[config.mk]
export PLATFORM = sky130hd
export DESIGN_NAME = pattern_detector_6
export DESIGN_NICKNAME = d
export VERILOG_FILES = /design/src/rtl/pattern_detector_6.sv
export SDC_FILE = /design/constraint.sdc
export NUM_CORES = 1
export LEC_CHECK = 0
export BUFFER_PORTS_ARGS = -buffer_cell sky130_fd_sc_hd__buf_4
export CAP_MARGIN = 10
export CORE_MARGIN = 2
export CORE_UTILIZATION = 55
export DETAILED_ROUTE_END_ITERATION = 12
export PLACE_DENSITY = 0.91
export SYNTH_ARGS = -nofsm -noshare
export SYNTH_HDL_FRONTEND = slang
export SYNTH_SLANG_ARGS = --single-unit
[constraint.sdc]
create_clock -name clk -period 2.8 [get_ports clk]
set_input_delay 0.28 -clock clk [delete_from_list [all_inputs] [get_ports clk]]
set_output_delay 0.28 -clock clk [all_outputs]
set_load 0.02 [all_outputs]
[src/rtl/pattern_detector_6.sv]
`default_nettype none
// ============================================================================
// Module   : pattern_detector_6 (with Equal_array_6 comparator)
// Purpose  : Shifts a qualified serial stream into a 6-bit window and compares
//            it against a programmable pattern, producing a registered match
//            pulse and a saturating match count.
// Revision : 1.0 - initial release
// ============================================================================

// 6-bit bitwise equality comparator: equ = (a == b), no don't-care bits.
module Equal_array_6 (
  input  logic [5:0] a,
  input  logic [5:0] b,
  output logic       equ
);

  logic [5:0] bit_eq;

  generate
    for (genvar i = 0; i < 6; i++) begin : g_bit
      assign bit_eq[i] = ~(a[i] ^ b[i]);
    end
  endgenerate

  assign equ = &bit_eq;

endmodule

module pattern_detector_6 #(
  parameter int OVERLAP = 1,
  parameter int CNT_W   = 8
) (
  input  logic             clk,
  input  logic             rst,
  input  logic             load_pat,
  input  logic [5:0]       pat,
  input  logic             bit_in,
  input  logic             bit_valid,
  input  logic             clr_cnt,
  output logic [5:0]       window,
  output logic             armed,
  output logic             match,
  output logic [CNT_W-1:0] match_count
);

  localparam logic [2:0]       FILL_FULL    = 3'd6;
  localparam logic [CNT_W-1:0] CNT_MAX      = {CNT_W{1'b1}};
  localparam logic             CLEAR_ON_HIT = (OVERLAP == 0);

  logic [5:0] pat_r;
  logic [2:0] fill;
  logic       accept;
  logic [5:0] nxt_win;
  logic [2:0] nxt_fill;
  logic       equ;
  logic       hit;

  // A load cycle drops any bit presented alongside it.
  assign accept   = bit_valid & ~load_pat;
  assign nxt_win  = {window[4:0], bit_in};
  assign nxt_fill = (fill == FILL_FULL) ? FILL_FULL : fill + 3'd1;
  assign armed    = (fill == FILL_FULL);

  Equal_array_6 u_cmp (
    .a   (nxt_win),
    .b   (pat_r),
    .equ (equ)
  );

  // The fill gate stops a zero-flushed window from matching an all-zero pattern early.
  assign hit = equ & (nxt_fill == FILL_FULL) & accept;

  // Pattern register, shift window and fill level.
  always_ff @(posedge clk) begin
    if (rst) begin
      pat_r  <= 6'd0;
      window <= 6'd0;
      fill   <= 3'd0;
    end else if (load_pat) begin
      pat_r  <= pat;
      window <= 6'd0;
      fill   <= 3'd0;
    end else if (accept) begin
      if (hit && CLEAR_ON_HIT) begin
        window <= 6'd0;
        fill   <= 3'd0;
      end else begin
        window <= nxt_win;
        fill   <= nxt_fill;
      end
    end
  end

  // One-cycle match pulse; hit is already low on load and idle cycles.
  always_ff @(posedge clk) begin
    if (rst) begin
      match <= 1'b0;
    end else begin
      match <= hit;
    end
  end

  // Saturating match counter; a clear wins over a same-cycle increment.
  always_ff @(posedge clk) begin
    if (rst) begin
      match_count <= '0;
    end else if (clr_cnt) begin
      match_count <= '0;
    end else if (hit && (match_count != CNT_MAX)) begin
      match_count <= match_count + 1'b1;
    end
  end

endmodule
`default_nettype wire
## Word level (Yosys, flattened, before mapping)

Index checks and enable logic that the tools add are counted.
W data, S select, Z words.

- Muxes and demuxes: 1
- Equal/unequal tests: 3
- Reduce and logical (&&, ||, !) cells: 4
- Bitwise gates (word level): 16
- Add/sub/neg operators: 2

Operator list:

| operator | number |
|---|---|
| $add A8 B1 Y8 const B | 1 |
| $ne A8 B8 Y1 const B | 1 |
| $not A1 Y1 | 7 |
| $eq A3 B3 Y1 const B | 2 |
| $reduce_and A6 Y1 | 1 |
| $xor A1 B1 Y1 | 6 |
| $reduce_or A2 Y1 | 2 |
| $add A3 B1 Y3 const B | 1 |
| $and A1 B1 Y1 | 3 |
| $mux W3 | 1 |
| $logic_and A1 B1 Y1 | 1 |

- Input port bits: 12
- Word-level logic and storage cells: 31
- Bits in registers: 24
- Output and inout port bits: 16

## Longest topological paths before layout

- Depth after elaboration: 6
- Mapped depth: 8
- Depth with buffers taken out: 7

## Hierarchy

Synthesis repeated with hierarchy kept, for this count alone.

- Cell total of the unflattened synthesis: 118
- Area total of the unflattened synthesis: 1096.1 µm²

Modules (own cells, without submodules):

| module | instances | cells an instance | area each (µm²) | sequential area each (µm²) |
|---|---|---|---|---|
| pattern_detector_6 | 1 | 110 | 1027.2 | 480.5 |
| Equal_array_6 | 1 | 8 | 68.8 | 0.0 |

## Worst setup path before layout

OpenSTA, ideal clock, no wires.

- Kind: reg-to-reg
- Start point: register fill[0]
- End point: register match_count[7]
- Stages on the path, launching flop included: 8
- Data arrival time: 1667 ps
- Data required time: 2665 ps
- Period minus slack after synthesis: 1802 ps
- Setup time: 135 ps
- Slack: 998 ps
- Cells stage by stage: dfxtp_1 inv_1 ha_1 nor4_2 nand3_1 buf_6 o311ai_0 o41ai_1

- Longest elaborated chain between the ends: 6
- Elaborated cells on any way between the ends: 7

Ends and longest elaborated chain:

| item | RTL line | RTL |
|---|---|---|
| start, declared | 51 | `logic [2:0] fill;` |
| start signal, assigned | 89 | `fill <= nxt_fill;` |
| $add A3 B1 Y3 or $eq A3 B3 Y1 (tied branches) | 61 | `assign nxt_fill = (fill == FILL_FULL) ? FILL_FULL : fill + 3'd1;` |
| $mux W3 * | 61 |  |
| $eq A3 B3 Y1 * | 71 | `assign hit = equ & (nxt_fill == FILL_FULL) & accept;` |
| $and A1 B1 Y1 * (2 in a row) | 71 |  |
| $logic_and A1 B1 Y1 * | 109 | `end else if (hit && (match_count != CNT_MAX)) begin` |
| end signal, assigned | 110 | `match_count <= match_count + 1'b1;` |
| end, declared | 43 | `output logic [CNT_W-1:0] match_count` |

Mark *: on every way between the ends. The rest lies on a longest branch, timed or not.
A chain may end at the register's enable or synchronous reset.

## Worst setup path in the final report

- Start point: register fill[0]
- End point: register match_count[2]

The elaborated chain is that of the path after synthesis.

==> impl_metrics.ini <==
[clock_tree]
clock_path_buffers = 2
post_cts_buffers = 0
cts_root_buffer = clkbuf_4
htree_levels = 1
cts_tree = yes
clk_pin_slew_ns = 0.14
insertion_delay_ns = 0.32
cts_hold_buf = 0
ctsResizeCount = 0
numCtsBuffers = 3
cts.sinks = 24

[critical_path]
required_ns = 3.08
cpMaxStageDelayCell = or4_1
cpPeakStageDelay_ns = 0.60
rr_endpoint = match_count[2]
r2r_start = fill[0]
r2r_slack_ns = 0.58
startpoint_type = flip-flop
arrival_ns = 2.50
criticalPathCategory = reg2reg
ff2ff_path_depth = 6
worstPathCellList = inv_1 > ha_1 > nor4_2 > nand3_1 > or4_1 > nand2_1
critPathMaxFanout = 12
endpoint_kind = flip-flop

[drt]
drt_iter0_drc = 30
drc = 0
vias = 1060
postRouteAntennaNets = 0
vias_per_cell = 6.02
drtPass1Iterations = 4
totalWireLength_um = 2690
wl_per_cell_um = 15.3

[synth]
synth-seq-area-share_pct = 42.1
synth_top_family_by_area = simple AND/OR/NAND/NOR gates
synth_top_area_share_pct = 42.1
synth_cell_types = 36
synth.most_common_cell = dfxtp_1
synthesis.instances = 124
synth-main-ff-cell = dfxtp_1
synth_mux_area_share_pct = 11.5
synth_area_leaders = dfxtp_1 42%, mux2i_1 11%, nor2_1 5.3%
synthArstFlopShare_pct = 0
synthTopCellsByCount = 24 x dfxtp_1, 16 x nor2_1, 12 x mux2i_1
synth_compound_area_share_pct = 12.2
synth_xor_area_share_pct = 4.60
synth-adder-area-share_pct = 3.29
avgSynthCellArea_um2 = 9.21
ys_seq_elements = 24
synth_edf_count = 0
yosysWarnings = 0
yosysTopAreaCell = dfxtp_1
synth_area_um2 = 1140
syn_nets = 139
synthSimpleGateAreaFrac_pct = 23.1

[die]
die-area_um2 = 2460
core_area_um2 = 1960
rows = 16
ios = 28
die_w_um = 49.6
start_util_pct = 58.2
die_h_um = 49.6

[global_route]
grt_pass1_wl_um = 4570
antenna_found_initial = 0
grt_max_degree = 14
globalRouteTotalUtil_pct = 24.0
overflow = 0
grt_pass1_vias = 1004

[place]
place_area_um2 = 1350
dp_slack_ns = 0.661
place.gp.congestion = 0.887
port_buffers = 27
hpwlAfterDp_um = 1940

[power_and_ir_drop]
powerDensity_nw_per_um2 = 432
p_leak_nw = 0.610
ir_worst_vdd_mv = 0.368

[finish]
num_antenna_cells = 0
syn2layout_area_growth_pct = 21.2
num-nets-final = 165
fin_area_um2 = 1390
drive_gt1_share_pct = 25.5

[timing]
timing.final.crit_share_pct = 79.2
slew_headroom_pct = 71.5
clock.fmax_mhz = 451
setup_violations = 0
timing.setup.tns_ns = 0
rsz0062_at_grt = false
report.final.slew_viol_count = 0
worst_clock_skew_ns = 0.00937
hold_viol = 0
fin_crit_ns = 2.22
worst_slew_pin_slew_ns = 0.427
postLayoutSetupSlackWorst_ns = 0.581

[min_path]
min_from = pat[5]
worstHoldPathType = in2reg
holdPathEnd = pat_r[5]
hold_depth = 3

[job]
cap_viol_max_count = 0

[outcome]
status = complete, no violations
-- sequential cells by signal, indices dropped and copies added, names as in the netlist --
name and cells:
match_count 8, pat_r 6, window 6, fill 3
match 1
-- cell type report --
class,count,area (um2)
Timing Repair Buffer,27,203
Inverter,2,7.51
Fill cell,171,577
Clock buffer,4,36.3
Sequential cell,24,480
Tap cell,27,33.8
Multi-Input combinational cell,92,624
-- worst max path at each step --
stage / start / end / slack, ns
6_report: fill[0] / match_count[2] / 0.58
5_1_grt: fill[0] / match_count[7] / 0.47
4_1_cts: fill[0] / match_count[2] / 0.63
3_5_place_dp: fill[0] / match_count[2] / 0.66
3_3_place_gp: fill[0] / match_count[2] / 0.80
2_1_floorplan: fill[0] / match_count[7] / 1.0
-- critical path: cells and delay by family (launching register included) --
family | cells | cell delay [ns]
flops | 1 | 0.40
fa+ha+maj | 1 | 0.34
buf+inv | 1 | 0.08
simple gates | 4 | 1.37
-- through the flow --
stage	utilization (%)	cells	hold slack [ns]	total power [mW]
final	70.6	176	0.190	0.599
after global routing	70.6	176	0.195	0.619
after CTS	70.6	176	0.196	0.594
after detailed placement	68.8	172	0.506	0.417
after global placement	68.8	172	0.478	0.413
after floorplan	-	124	0.427	0.395
-- power by group --
group | switching [mW] | total (mW) | leakage [nW] | internal, mW
Clock | 0.108 | 0.188 | 0.0210 | 0.0795
Sequential | 0.00561 | 0.354 | 0.195 | 0.349
Combinational | 0.0294 | 0.0566 | 0.395 | 0.0272
-- layout by cell type (no fill, tap or decap), drive strengths merged --
cell | synthesis | final
ha | 3 | 3
or4 | 1 | 1
mux2i | 12 | 12
nand4 | 1 | 1
mux2 | 1 | 1
nand3b | 1 | 1
nand3 | 8 | 8
or2 | 3 | 3
inv | 2 | 2
o21ai | 3 | 3
a31oi | 1 | 1
o2111ai | 1 | 1
and3 | 3 | 3
xnor2 | 1 | 1
o311ai | 2 | 2
o211ai | 1 | 1
dfxtp | 24 | 24
nor3 | 3 | 3
a21oi | 6 | 6
clkbuf | 3 | 4
buf | 3 | 27
and2 | 2 | 2
nor2 | 16 | 16
a211oi | 2 | 2
o2111a | 1 | 1
o41ai | 2 | 2
a41o | 1 | 1
nand2b | 2 | 2
nand2 | 4 | 4
xor2 | 5 | 5
or3 | 4 | 4
nor4 | 2 | 2
-- cells by family (layout without fill, tap and decap cells) --
kind of cell,Yosys count,after routing
compound gates,20,20
xor+xnor,6,6
fa+ha+maj,3,3
buf+inv,8,33
flops,24,24
mux,13,13
simple gates,50,50
-- per-layer routing --
metal,part of all wire (%),up-vias,global-route usage (%)
li1,-,501,-
met1,44,506,31.2
met2,48,45,37.8
met3,6.7,8,4.85
met4,1.9,0,11.6
met5,0,-,0
No activity file was read; power rests on OpenSTA's default activity.
